`src/rtl/mmm_nlp_pkg.sv`:
```
// Shared constants and FSM encoding for the 90-bit NLP modular-multiply chain.
// Used by both the multiplier side and the REDC engine.
package mmm_nlp_pkg;

  localparam int TW     = 181;
  localparam int NW     = 90;
  localparam int WW     = 16;
  localparam int NWORDS = 6;

  // Working T register carries one guard bit above the input product.
  localparam int XW = TW + 1;
  localparam int CW = 3;
  localparam logic [CW-1:0] CNT_LAST = CW'(NWORDS - 1);

  typedef enum logic [1:0] {
    ST_IDLE = 2'd0,
    ST_ITER = 2'd1,
    ST_SUB  = 2'd2,
    ST_DONE = 2'd3
  } redc_state_e;

endpackage

```
`src/rtl/mmm_redc_step.sv`:
```
// One combinational Montgomery REDC word step: T' = (T + m*N) >> WW,
// with m = T[WW-1:0] * n' mod 2^WW. Shared with the unrolled variant.
module mmm_redc_step
  import mmm_nlp_pkg::*;
(
  input  logic [XW-1:0] t,
  input  logic [NW-1:0] n,
  input  logic [WW-1:0] nprime,
  output logic [XW-1:0] t_next
);

  logic [WW-1:0]    m_s;
  logic [NW+WW-1:0] mn_s;
  logic [XW:0]      sum_s;

  assign m_s  = t[WW-1:0] * nprime;
  assign mn_s = {{NW{1'b0}}, m_s} * {{WW{1'b0}}, n};

  // Full-width add; the low WW bits are zero by choice of m, so the shift is exact.
  assign sum_s  = {1'b0, t} + {{(XW + 1 - NW - WW){1'b0}}, mn_s};
  assign t_next = XW'(sum_s >> WW);

endmodule

```
`src/rtl/mmm_redc_90b.sv`:
```
// Word-serial Montgomery reduction engine: returns T * 2^-96 mod N, fully reduced,
// over valid/ready handshakes on both sides. One REDC word per cycle.
module mmm_redc_90b
  import mmm_nlp_pkg::*;
(
  input  logic          i_clk,
  input  logic          i_rstn,
  input  logic          i_valid,
  output logic          o_ready,
  input  logic [TW-1:0] i_t,
  input  logic [NW-1:0] i_n,
  input  logic [WW-1:0] i_nprime,
  output logic          o_valid,
  input  logic          i_ready,
  output logic [NW-1:0] o_res
);

  redc_state_e   state_r;
  redc_state_e   state_nxt_s;
  logic [XW-1:0] t_r;
  logic [NW-1:0] n_r;
  logic [WW-1:0] np_r;
  logic [CW-1:0] cnt_r;
  logic [XW-1:0] t_step_s;
  logic [NW:0]   t_low_s;
  logic          sub_ge_s;
  logic [NW-1:0] res_sub_s;

  mmm_redc_step u_step (
    .t      (t_r),
    .n      (n_r),
    .nprime (np_r),
    .t_next (t_step_s)
  );

  // After the last word T < 2N, so its low NW+1 bits hold the whole value.
  assign t_low_s = t_r[NW:0];

  // Final conditional subtraction.
  always_comb begin
    sub_ge_s  = (t_low_s >= {1'b0, n_r});
    res_sub_s = t_low_s[NW-1:0];
    if (sub_ge_s) begin
      res_sub_s = NW'(t_low_s - {1'b0, n_r});
    end else begin
      res_sub_s = t_low_s[NW-1:0];
    end
  end

  // Next-state logic.
  always_comb begin
    state_nxt_s = state_r;
    case (state_r)
      ST_IDLE: begin
        if (i_valid) state_nxt_s = ST_ITER;
        else         state_nxt_s = ST_IDLE;
      end
      ST_ITER: begin
        if (cnt_r == CNT_LAST) state_nxt_s = ST_SUB;
        else                   state_nxt_s = ST_ITER;
      end
      ST_SUB:  state_nxt_s = ST_DONE;
      ST_DONE: begin
        if (i_ready) state_nxt_s = ST_IDLE;
        else         state_nxt_s = ST_DONE;
      end
      default: state_nxt_s = ST_IDLE;
    endcase
  end

  // State register.
  always_ff @(posedge i_clk or negedge i_rstn) begin
    if (!i_rstn) state_r <= ST_IDLE;
    else         state_r <= state_nxt_s;
  end

  // Handshake outputs registered from the next state.
  always_ff @(posedge i_clk or negedge i_rstn) begin
    if (!i_rstn) begin
      o_valid <= 1'b0;
      o_ready <= 1'b1;
    end else begin
      o_valid <= (state_nxt_s == ST_DONE);
      o_ready <= (state_nxt_s == ST_IDLE);
    end
  end

  // Datapath: capture on accept, one word step per ITER cycle, result in SUB.
  always_ff @(posedge i_clk or negedge i_rstn) begin
    if (!i_rstn) begin
      t_r   <= '0;
      n_r   <= '0;
      np_r  <= '0;
      cnt_r <= '0;
      o_res <= '0;
    end else begin
      case (state_r)
        ST_IDLE: begin
          if (i_valid) begin
            t_r   <= {1'b0, i_t};
            n_r   <= i_n;
            np_r  <= i_nprime;
            cnt_r <= '0;
          end
        end
        ST_ITER: begin
          t_r   <= t_step_s;
          cnt_r <= cnt_r + 3'd1;
        end
        ST_SUB:  o_res <= res_sub_s;
        default: o_res <= o_res;
      endcase
    end
  end

endmodule

```
`config.mk`:
```
export PLATFORM = sky130hd
export DESIGN_NAME = mmm_redc_90b
export DESIGN_NICKNAME = d
export VERILOG_FILES = /design/src/rtl/mmm_nlp_pkg.sv /design/src/rtl/mmm_redc_step.sv /design/src/rtl/mmm_redc_90b.sv
export SDC_FILE = /design/constraint.sdc
export NUM_CORES = 2
export LEC_CHECK = 0
export CORE_AREA = 2 2 364 366
export CTS_CLUSTER_DIAMETER = 150
export CTS_CLUSTER_SIZE = 28
export DETAILED_ROUTE_END_ITERATION = 6
export DIE_AREA = 0 0 366 368
export PLACE_DENSITY = 0.8
export SETUP_SLACK_MARGIN = 0.1
export SLEW_MARGIN = 0
export SYNTH_ARGS = -nofsm -noshare
export SYNTH_HDL_FRONTEND = slang
export SYNTH_SLANG_ARGS = --single-unit
```
`constraint.sdc`:
```
create_clock -name i_clk -period 11.9 [get_ports i_clk]
set_input_delay 1.785 -clock i_clk [delete_from_list [all_inputs] [get_ports i_clk]]
set_output_delay 1.785 -clock i_clk [all_outputs]
set_load 0.05 [all_outputs]
```
==> flow_metrics.tcl <==
set metrics [dict create \
    crit_top_cell "fa_1" \
    nNetsFinal 11700 \
    worst_slew_pin_slew_ns 1.53 \
    dr.pass1.iters 6 \
    synth_top_area_share_pct 37.5 \
    finalSetupTns_ns -0.136 \
    synth_nets 11200 \
    synthDistinctLibCells 83 \
    grt_pass1_wl_um 408000 \
    grt_overflow 0 \
    root_buffer "clkbuf_16" \
    yosys.area.top_type "fa_1" \
    grt_setup_unrepaired "true" \
    critPathMaxFanout 22 \
    wirelength_um 265000 \
    violations "capacitance limit, slew limit, setup timing" \
    hpwlAfterDp_um 211000 \
    synth_cells 9157 \
    ys.flop_type "dfrtp_1" \
    synthArstFlopShare_pct 100 \
    numCtsBuffers 21 \
    timing.final.ws_setup_ns -0.0427 \
    nFillCells 10700 \
    die_y_um 368 \
    finClkSkew_ns 0.0399 \
    coreArea_mm2 0.131 \
    ant_nets 0 \
    yosys_register_bits 384 \
    cp.required_ns 12.40 \
    fp.dieArea_mm2 0.135 \
    synth.area.top_cells "fa_1 38%, dfrtp_1 13%, inv_1 9.9%, nand2_1 8.1%, ha_1 5.4%" \
    finalHoldViolations 0 \
    yosysWarnings 0 \
    fin_crit_ns 11.94 \
    start_util_pct 57.7 \
    yosysSeqAreaShare_pct 12.7 \
    via_count 67200 \
    worstSetupPathType "reg2reg" \
    clock_path_buffers 3 \
    gp_congestion 1.10 \
    die_w_um 366 \
    endpoint_kind "register" \
    drt-initial-drc-count 7364 \
    drive_gt1_share_pct 8.63 \
    syn_to_final_growth_pct 14.6 \
    slew_headroom_pct -2.80 \
    netlist_area_mm2 0.0755 \
    synth_most_common_cell "inv_1" \
    antenna_found_initial 14 \
    port_buffers 382 \
    fmax_mhz 83.7 \
    clk_latency_ns 0.66 \
    arrival_ns 12.45 \
    grtUsageTotal_pct 39.5 \
    avgRoutedWirePerCell_um 23.2 \
    grt_pass1_vias 70400 \
    numClockSinks 384 \
    cts.clk_slew.worst_paths_ns 0.12 \
    io_pins 383 \
    placed_cell_area_mm2 0.0843 \
    cts_max_level 1 \
    slowest_stage "fa_1" \
    synth_edf_count 0 \
    setup_viol 5 \
    hold_buffers 0 \
    cp_slowest_stage_delay_ns 0.58 \
    finalCritPeriodShare_pct 100 \
    drc 0 \
    cp-start-kind "register" \
    cap_violations 2 \
    cts_tree "done" \
    synth.top_cells.by_count "1989 x inv_1, 1622 x nand2_1, 1415 x fa_1" \
    syn_area_per_cell_um2 8.24 \
    status "complete, but fails checks" \
    row_count 133 \
    worstHoldPathType "reg2reg" \
    grt_max_degree 177 \
    design_area_mm2 0.0865 \
    drv_slew 2 \
    dp_slack_ns -0.455 \
    routed_via_density 5.89 \
]
[layout make-up]
class / count / area [um^2] / share of cell area [%]
repair buffers: 945 / 8720 / 10.1
well taps: 1755 / 2200 / 2.54
inverters: 1989 / 7470 / 8.63
flip-flops and latches: 384 / 9620 / 11.1
clock buffers: 27 / 548 / 0.634
multi-input cells: 6299 / 57800 / 66.8
diodes: 8 / 20.0 / 0.0231
clock inverters: 10 / 153 / 0.176
[per-stage QoR]
step	instances	util [%]	hold slack, ns
floorplan	9157	-	0.450
global placement	11300	64.5	0.463
detailed placement	11300	64.5	0.470
CTS	11400	65.3	0.494
global route	11400	66.1	0.515
finish	11400	66.1	0.494
[placed cells by master (no fill, tap or decap), types with 21 or more instances in the layout]
cell and n:
a21oi_2 22, nand4_1 73, o21bai_1 42, xor2_1 80
a21oi_1 454, nor3_1 48, nor2_1 316, ha_4 21
ha_1 301, buf_4 498, o21ai_0 322, clkdlybuf4s50_1 381
dfrtp_1 374, a211oi_1 91, and2_1 436, nand2b_1 115
buf_12 37, a31oi_1 37, inv_1 1980, a21o_1 142
nand2_1 1617, clkbuf_16 26, xnor2_1 179, nand3_1 65
and3_1 112, fa_1 1399, nor2b_1 29
[state kept, by name (all words and copies together) (netlist names)]
name and cells:
o_valid 1, n_r 90, t_r 181, cnt_r 3
o_res 90, np_r 16, o_ready 1, state_r 2
[layer usage]
layer	part of all wire, %	track usage (%)
met5	0.021	0
met4	7.4	22.0
met3	13	11.0
met2	44	61.0
met1	36	50.4
[cells by family after synthesis]
group / count (synthesis) / share of synthesized area [%]
simple gates: 2944 / 18.0
fa+ha+maj: 1738 / 42.9
mux: 30 / 0.428
xor+xnor: 275 / 3.19
buf+inv: 2475 / 12.4
flops: 384 / 12.7
compound gates: 1311 / 10.4
[worst max-delay path: cells and delay by family, from the launching register on]
family	cells	cell delay, ns
AO/OA/AOI/OAI	9	1.71
flip-flops	1	0.46
XOR/XNOR	8	1.43
adder cells (fa/ha/maj)	13	6.12
buffers and inverters	10	1.34
AND/OR/NAND/NOR	4	0.61
[final timing paths]
kind | slack [ns] | endpoint | cells after the start | startpoint
worst max-delay path | -0.04 | t_r[123]$_DFFE_PN0P_ | 44 | np_r[4]$_DFFE_PN0P_
worst min-delay path | 0.49 | o_res[10]$_DFFE_PN0N_ | 2 | o_res[10]$_DFFE_PN0N_
worst max register to register | -0.04 | t_r[123]$_DFFE_PN0P_ | 44 | np_r[4]$_DFFE_PN0P_
worst min register to register | 0.49 | o_res[10]$_DFFE_PN0N_ | 2 | o_res[10]$_DFFE_PN0N_
max in group asynchronous | 8.63 | t_r[42]$_DFFE_PN0P_ | 3 | i_rstn
min in group asynchronous | 1.10 | t_r[134]$_DFFE_PN0P_ | 1 | i_rstn
[timing repair]
action,CTS,global route
setup buffers,10,10
endpoints found under the setup margin,127,150
pin swaps,15,55
gates resized for setup,76,181
cloned,1,5
endpoints found under the hold margin,0,0
Power is not shown: default switching activity piles up to over one toggle a cycle in this logic, so the estimate is an artifact.
